File: config.mk
export PLATFORM = sky130hd
export DESIGN_NAME = instr_fetch_decode
export DESIGN_NICKNAME = d
export VERILOG_FILES = /design/src/rtl/instr_fetch_decode.sv
export SDC_FILE = /design/constraint.sdc
export NUM_CORES = 1
export LEC_CHECK = 0
export ABC_AREA = 1
export CELL_PAD_IN_SITES_DETAIL_PLACEMENT = 0
export CELL_PAD_IN_SITES_GLOBAL_PLACEMENT = 1
export CORE_MARGIN = 10
export CORE_UTILIZATION = 26
export DETAILED_ROUTE_END_ITERATION = 12
export PLACE_DENSITY_LB_ADDON = 0.08
export SLEW_MARGIN = 0
export SYNTH_ARGS = -nofsm -noshare
export SYNTH_HDL_FRONTEND = slang
export SYNTH_SLANG_ARGS = --single-unit
File: constraint.sdc
create_clock -name clk -period 1.3 [get_ports clk]
set_input_delay 0.195 -clock clk [delete_from_list [all_inputs] [get_ports clk]]
set_output_delay 0.195 -clock clk [all_outputs]
set_load 0.01 [all_outputs]
File: src/rtl/instr_fetch_decode.sv
// Fetch/decode front end: fetches one word at PC and holds decoded fields until retired.
// Optional ack-timeout logic is enabled by defining FETCH_TIMEOUT_EN.
module instr_fetch_decode #(
    parameter logic [31:0] RESET_PC       = 32'd0,
    parameter int          TIMEOUT_CYCLES = 255
) (
    input  logic        clk,
    input  logic        rst_n,
    output logic        imem_req,
    output logic [31:0] imem_addr,
    input  logic        imem_ack,
    input  logic [31:0] imem_data,
    input  logic        advance,
    input  logic [31:0] pc_next,
    output logic [31:0] PCout,
    output logic        instr_valid,
    output logic [6:0]  op,
    output logic [4:0]  rd,
    output logic [2:0]  funct3,
    output logic [4:0]  rs1,
    output logic [4:0]  rs2,
    output logic [1:0]  funct2,
    output logic [6:0]  funct7,
    output logic [11:0] imm12,
    output logic [19:0] immhi,
    output logic        instr_illegal,
    output logic        fetch_err
);

    typedef enum logic [1:0] {
        IDLE  = 2'd0,
        REQ   = 2'd1,
        VALID = 2'd2,
        ERROR = 2'd3
    } state_t;

    state_t      state_q;
    state_t      state_d;
    logic [31:0] pc_q;
    logic [6:0]  op_q;
    logic [31:7] word_q;
    logic        ill_q;
    logic        op_ok;
    logic        load_fields;
    logic        set_ill;
    logic        load_pc;
    logic        set_err;

`ifdef FETCH_TIMEOUT_EN
    localparam int CW = ($clog2(TIMEOUT_CYCLES + 1) > 8) ?
                        $clog2(TIMEOUT_CYCLES + 1) : 8;
    localparam logic [CW-1:0] LIMIT = CW'(TIMEOUT_CYCLES - 1);

    logic [CW-1:0] wait_q;
    logic          err_q;
    logic          limit_hit;

    assign limit_hit = (wait_q == LIMIT);

    // Wait counter runs only in REQ, so it is zero on every REQ entry
    always_ff @(posedge clk or negedge rst_n) begin
        if (!rst_n) begin
            wait_q <= '0;
        end else if (state_q == REQ && !imem_ack) begin
            wait_q <= wait_q + 1'b1;
        end else begin
            wait_q <= '0;
        end
    end

    // Sticky timeout flag
    always_ff @(posedge clk or negedge rst_n) begin
        if (!rst_n) begin
            err_q <= 1'b0;
        end else if (set_err) begin
            err_q <= 1'b1;
        end
    end

    assign fetch_err = err_q;
`else
    logic limit_hit;

    assign limit_hit = 1'b0;
    assign fetch_err = 1'b0;
`endif

    // Opcodes this front end is allowed to hand to the controller
    always_comb begin
        op_ok = 1'b0;
        unique case (imem_data[6:0])
            7'b0000011: op_ok = 1'b1;
            7'b0010011: op_ok = 1'b1;
            7'b0110011: op_ok = 1'b1;
            7'b0110111: op_ok = 1'b1;
            default:    op_ok = 1'b0;
        endcase
    end

    // State register
    always_ff @(posedge clk or negedge rst_n) begin
        if (!rst_n) begin
            state_q <= IDLE;
        end else begin
            state_q <= state_d;
        end
    end

    // Next-state and control strobes
    always_comb begin
        state_d     = state_q;
        imem_req    = 1'b0;
        instr_valid = 1'b0;
        load_fields = 1'b0;
        set_ill     = 1'b0;
        load_pc     = 1'b0;
        set_err     = 1'b0;
        unique case (state_q)
            IDLE: begin
                state_d = REQ;
            end
            REQ: begin
                imem_req = 1'b1;
                if (imem_ack) begin
                    if (op_ok) begin
                        load_fields = 1'b1;
                        state_d     = VALID;
                    end else begin
                        set_ill = 1'b1;
                        state_d = ERROR;
                    end
                end else if (limit_hit) begin
                    set_err = 1'b1;
                    state_d = ERROR;
                end
            end
            VALID: begin
                instr_valid = 1'b1;
                if (advance) begin
                    load_pc = 1'b1;
                    state_d = REQ;
                end
            end
            ERROR: begin
                state_d = ERROR;
            end
            default: begin
                state_d = IDLE;
            end
        endcase
    end

    // PC register, replaced verbatim on retire
    always_ff @(posedge clk or negedge rst_n) begin
        if (!rst_n) begin
            pc_q <= RESET_PC;
        end else if (load_pc) begin
            pc_q <= pc_next;
        end
    end

    // Decoded fields; an illegal opcode only clears op, the rest stay stale
    always_ff @(posedge clk or negedge rst_n) begin
        if (!rst_n) begin
            op_q   <= '0;
            word_q <= '0;
        end else if (load_fields) begin
            op_q   <= imem_data[6:0];
            word_q <= imem_data[31:7];
        end else if (set_ill) begin
            op_q   <= '0;
        end
    end

    // Sticky illegal-opcode flag
    always_ff @(posedge clk or negedge rst_n) begin
        if (!rst_n) begin
            ill_q <= 1'b0;
        end else if (set_ill) begin
            ill_q <= 1'b1;
        end
    end

    assign imem_addr     = pc_q;
    assign PCout         = pc_q;
    assign instr_illegal = ill_q;
    assign op            = op_q;
    assign rd            = word_q[11:7];
    assign funct3        = word_q[14:12];
    assign rs1           = word_q[19:15];
    assign rs2           = word_q[24:20];
    assign funct2        = word_q[26:25];
    assign funct7        = word_q[31:25];
    assign imm12         = word_q[31:20];
    assign immhi         = word_q[31:12];

endmodule

==> results of run 1 <==
## power groups by stage
stage	Sequential [W]	Clock, W	Combinational, W
finish	0.00215	0.00217	0.000508
global route	0.00216	0.00232	0.000553
CTS	0.00215	0.00224	0.000517
detailed placement	0.00219	0	0.000560
global placement	0.00219	0	0.000557
floorplan	0.00220	0	0.000147
## per-layer routing
metal / part of all wire (%) / track usage [%]
met2: 46 / 20.02
met3: 9.9 / 5.602
met1: 43 / 15.48
met4: 1.4 / 4.759
met5: 0 / 0
## logic make-up (layout without fill, tap and decap cells)
family	Yosys count	after routing	share of synthesized area, %
AOI/OAI and AO/OA	3	3	0.6566
buffers and inverters	98	256	19.81
DFF	67	67	51.76
other	1	1	0.1158
and+or+nand+nor	202	202	27.66
## cell usage after synthesis
cell type / number / share of area, %
a21o_1: 1 / 0.23
buf_2: 18 / 2.8
buf_4: 67 / 16
clkbuf_1: 3 / 0.35
conb_1: 1 / 0.12
dfrtp_1: 67 / 52
inv_1: 8 / 0.93
inv_2: 2 / 0.23
nand2_1: 136 / 16
nand3_1: 33 / 5.1
nand3_4: 1 / 0.54
nand4_1: 28 / 5.4
nor2_1: 1 / 0.12
nor2_2: 2 / 0.39
nor2_4: 1 / 0.35
o21ai_0: 1 / 0.15
o21ai_2: 1 / 0.27
## repair_timing
action,CTS,global route
hold endpoints to repair,13,0
pin swaps,13,15
setup buffers,2,1
setup endpoints to repair,157,42
gates resized for setup,160,30
cloned,2,2
hold buffers,1,0
## critical path: cells and delay by family, from the launching register on
kind,cells,cell delay (ps)
buf+inv,4,520
flops,1,380
simple gates,4,390
## flip-flops by register name, indices dropped and copies added, names as in the netlist
name and flops:
instr_illegal 1, word_q 25, PCout 32, state_q 2, op 7
## how the worst max path moves through the flow
stage,start,slack [ps],cells after the start,to
after floorplan,state_q[1]$_DFFE_PN0P_,150,7,word_q[25]$_DFFE_PN0P_
after global placement,imem_data[1],-230,6,instr_illegal$_DFFE_PN0P_
after detailed placement,imem_data[1],-260,6,instr_illegal$_DFFE_PN0P_
after CTS,state_q[1]$_DFFE_PN0P_,-30,8,word_q[31]$_DFFE_PN0P_
after global routing,state_q[1]$_DFFE_PN0P_,-130,8,word_q[22]$_DFFE_PN0P_
final,state_q[1]$_DFFE_PN0P_,-50,8,word_q[31]$_DFFE_PN0P_
## area by class of cell
cell class	count	area [um2]
fill	1265	6685
timing repair buffer	231	2221
sequential	67	1678
multi-input combinational	206	1011
clock buffer	12	246.5
tap	168	210.2
inverter	10	45.04
clock inverter	3	15.01
## per-stage QoR
step           hold slack [ps]  total power [W]
2_1_floorplan           -100.6         0.002347
3_3_place_gp             80.10         0.002744
3_5_place_dp             78.21         0.002748
4_1_cts                  280.3         0.004908
5_1_grt                  302.4         0.005032
6_report                 282.0         0.004826
==> run metrics, run 1 <==
status finished with violations; violated checks setup timing; Post-DP HPWL 8942 um; clk_lat worst skew 320 ps; commonest non-fill, non-tap cell in the layout dlygate4sd2_1; Synth Area per Inst 8.731 um2; GPL Wtd Cong 0.6944; Max IR drop VDD 433.2 uV; Die Span Y 131.6 um; Worst EP arrival 1610 ps; vias in the first global route 3111; min Tclk post-route 1352 ps; switching fraction of total power 22.60%; P_sw 0.001091 W; first-pass GRT wire length 18010 um; final worst slack -52.09 ps; mapped cell area 3239 um2; Post-DP Area 5062 um2; Final Cycle Share 104.0%; CTS tree built; CTS H-tree depth 3; pwr/cell area 889.3 nW/um2; Crit-path slowest cell dfrtp_1; clk slew on worst S/H paths 50 ps; vias post-DR 2935; Worst R2R Start state_q[1]$_DFFE_PN0P_; Util after Layout 44.80%; CP Max Fanout 9; clock sinks 67; TritonRoute pass-1 iters 4; critical path class flop to flop; CORE AREA 12110 um2; placed cell count 675; largest net degree at the start of global routing 30; fin cells 697; Reg power frac 44.6%; Comb pwr share 10.5%; RSZ-0062 raised after global routing true; io pins 202; number of clock buffers inserted by TritonCTS 9; Clock Path Buffers 2; Initial Utilization 26.75%; width of the die 131.6 um; sequential fraction of the synthesis area 51.76%; dpl ws -264.0 ps; Root Buffer clkbuf_16; # setup viols final 33; initial antenna violation count 0; DRC viols 0; final hold viol count 0; Min-Delay Path Class input port to asynchronous set/reset pin; synth warn 0; Worst R2R Setup Slack -50 ps; setup_tns -935.5 ps; GRT Util Overall 12.90%; leakage 3.217 nW; # diodes 0; I/O Buffers 200; Synthesized Nets 439; layout cell share with drive strength beyond 1 15.50%; Int Power 0.003735 W; Seq cells post-synth 67; Final Cell Area 5426 um2; crit path cell chain inv_2 -> nand2_2 -> buf_6 -> nor2_4 -> buf_8 -> clkbuf_16 -> nand4_1 -> nand2_1; slowest stage delay, CP 380 ps; Final ANT Viol Nets 0; Synth cell types 17; Slew Limit Fails 0; CP Capture Type flop; Synth Instances 371; wire per inst 16.79 um; Vias/cell 4.211; Final Skew 4.763 ps; Worst Setup Start Kind flop; Clock power frac 44.9%; GRT overflow 0; Total Wirelength 11700 um; Layout area overhead 67.52%; WP data required 1560 ps; die area 17320 um2; Peak Freq 0.7396 GHz; initial drt markers 107; Nets 593; reg2reg end word_q[31]$_DFFE_PN0P_; most frequent cells in the layout dlygate4sd2_1, nand2_1, dfrtp_1, clkdlybuf4s50_1, nand3_1; worst r2r path cells 8; row count 40; Max Cap Viol 0
(Power assumes the default switching activity.)
==> run 2, diff against run 1 <==
--- a/config.mk
+++ b/config.mk
@@ -12,7 +12,7 @@
 export CORE_UTILIZATION = 26
 export DETAILED_ROUTE_END_ITERATION = 12
 export PLACE_DENSITY_LB_ADDON = 0.08
-export SLEW_MARGIN = 0
+export SLEW_MARGIN = 20
 export SYNTH_ARGS = -nofsm -noshare
 export SYNTH_HDL_FRONTEND = slang
 export SYNTH_SLANG_ARGS = --single-unit
==> results of run 2 <==
No change in the layout: final DEF, timing and power equal those of run 1.
==> run 3, diff against run 2 <==
--- a/config.mk
+++ b/config.mk
@@ -8,6 +8,7 @@
 export ABC_AREA = 1
 export CELL_PAD_IN_SITES_DETAIL_PLACEMENT = 0
 export CELL_PAD_IN_SITES_GLOBAL_PLACEMENT = 1
+export CORE_ASPECT_RATIO = 1.5
 export CORE_MARGIN = 10
 export CORE_UTILIZATION = 26
 export DETAILED_ROUTE_END_ITERATION = 12
==> run 3 against run 2 <==
Against the previous run:
- the run still ends with setup timing left
- clock power is 18% higher
- core utilization rose by 1.0 points
- non-clock buffer count grew 3
- sequential power about the same
- critical path depth rose by 1
- sequential share of layout area fell by 0.64 points
- largest cell class unchanged
- critical path type unchanged
- first-iteration DRC count grew 5.6%
==> run metrics, run 3 (synthesized netlist as in run 1, its figures left out) <==
GPL Wtd Cong 0.7285 (+4.9%); layout cell share with drive strength beyond 1 13.88% (-1.6 points); vias in the first global route 3115 (+0.13%); Slew Limit Fails 0 (unchanged); most frequent cells in the layout dlygate4sd2_1, nand2_1, dfrtp_1; Peak Freq 0.7196 GHz (-2.7%); WP buf/inv 4 (unchanged); Initial Utilization 26.82% (+0.075 points); initial antenna violation count 0 (unchanged); commonest non-fill, non-tap cell in the layout dlygate4sd2_1; Root Buffer clkbuf_16; clk_lat worst skew 330 ps (about the same); # setup viols final 28 (-15%); largest net degree at the start of global routing 68 (+130%); final worst slack -89.65 ps (-37.56 ps); leakage 3.278 nW (+1.9%); crit-path leading delay family buffers and inverters; number of clock buffers inserted by TritonCTS 9 (unchanged); Layout area overhead 70.95%; CORE AREA 12080 um2 (-0.28%); Die Span Y 156.7 um (+19%); GRT Util Overall 13.09% (+0.19 points); TritonRoute pass-1 iters 4 (unchanged); Max IR drop VDD 549.1 uV (+27%); CP Max Fanout 7 (-2); violated checks setup timing; placed cell count 656 (-2.8%); Final ANT Viol Nets 0 (unchanged); vias post-DR 3007 (+2.5%); first-pass GRT wire length 18410 um (+2.2%); Worst Setup Start Kind flop; critical path class flop to flop; status finished with violations; crit path cell chain inv_2 -> nand2_2 -> buf_6 -> nor2_4 -> nand3_4 -> buf_12 -> buf_16 -> nand2_1 -> nand2_1; Crit-path slowest cell dfrtp_1; max reg flops 32 (unchanged); GRT overflow 0 (unchanged); Min-Delay Path Class input port to asynchronous set/reset pin; WP data required 1510 ps (-50 ps); Worst EP arrival 1600 ps (about the same); fin cells 686 (-1.6%); I/O Buffers 200 (unchanged); Util after Layout 45.85% (+1.0 points); initial drt markers 113 (+5.6%); wire per inst 17.37 um (+3.5%); Vias/cell 4.383 (+4.1%); Worst R2R Setup Slack -90 ps (-40 ps); clk slew on worst S/H paths 60 ps (about the same); DRC viols 0 (unchanged); # diodes 0 (unchanged); clock sinks 67 (unchanged); Final Cycle Share 106.9% (+2.9 points); slowest stage delay, CP 380 ps (about the same); most used cell, CP nand2_1; Total Wirelength 11920 um (+1.9%); Final Skew 4.223 ps (-0.5394 ps); Max Cap Viol 0 (unchanged); RSZ-0062 raised after global routing true; CP Capture Type flop; pwr/cell area 940.5 nW/um2 (+5.8%); Post-DP HPWL 8329 um (-6.9%); min Tclk post-route 1390 ps (+37.56 ps); final hold viol count 0 (unchanged); width of the die 111.1 um (-16%); Nets 596 (+0.51%); CTS tree built; io pins 202 (unchanged); row count 49 (+23%); Clock Path Buffers 2 (unchanged); CTS H-tree depth 3 (unchanged); die area 17420 um2 (+0.53%)
-- run 3: through the flow --
stage | hold slack, ps | total power [W] | setup WS (ps) | cell area, um2 | setup TNS [ps]
global placement | 235.2 | 0.002749 | -204.5 | 5064 | -6029
finish | 393.1 | 0.005208 | -89.65 | 5538 | -1369
global route | 424.4 | 0.005454 | -130.5 | 5538 | -5210
floorplan | -100.6 | 0.002347 | 147.2 | 3239 | 0
CTS | 410.8 | 0.005288 | -155.1 | 5413 | -4017
detailed placement | 236.8 | 0.002751 | -232.6 | 5064 | -7253
-- run 3: metal layers --
layer	share of wire (%)	track usage (%)	up-vias
met3	8.2	4.937	9
met2	52	22.92	139
met4	1.2	4.052	0
met1	38	14.38	1416
li1	-	-	1443
met5	0	0	-
-- run 3: cell type report --
type | count | area, um2
inverters | 10 | 40.04
fillers | 1219 | 6540
clock inverters | 5 | 77.57
multi-input cells | 206 | 991.0
flip-flops and latches | 67 | 1677
clock buffers | 11 | 232.7
well taps | 153 | 191.4
repair buffers | 234 | 2328
-- run 3: worst paths after layout --
check                                          start                         to  cells after the start
max                           state_q[1]$_DFFE_PN0P_     word_q[20]$_DFFE_PN0P_                      9
min reg2reg                instr_illegal$_DFFE_PN0P_  instr_illegal$_DFFE_PN0P_                      1
max reg2reg                   state_q[1]$_DFFE_PN0P_     word_q[20]$_DFFE_PN0P_                      9
max in group asynchronous                      rst_n     word_q[21]$_DFFE_PN0P_                      3
min in group clk                          pc_next[0]       PCout[0]$_DFFE_PN0P_                      3
min                                            rst_n     word_q[29]$_DFFE_PN0P_                      3
-- run 3: tightest hold or removal path: stages --
cell and delay, ps:
dlygate4sd3_1 520, buf_4 110, buf_12 290
-- run 3: report_power, final --
part | total, W | switching, W | internal [W]
clock | 0.00255 | 0.000875 | 0.00167
combinational | 0.000511 | 0.000217 | 0.000295
sequential | 0.00215 | 0.0000282 | 0.00212
total | 0.00521 | 0.00112 | 0.00409
-- run 3: repair_timing --
item | CTS | global route
buffers inserted | 4 | 4
pin swaps | 2 | 24
hold buffers | 1 | 0
gates resized for setup | 140 | 31
cloned | 5 | 1
endpoints found under the setup margin | 166 | 66
endpoints found under the hold margin | 67 | 0
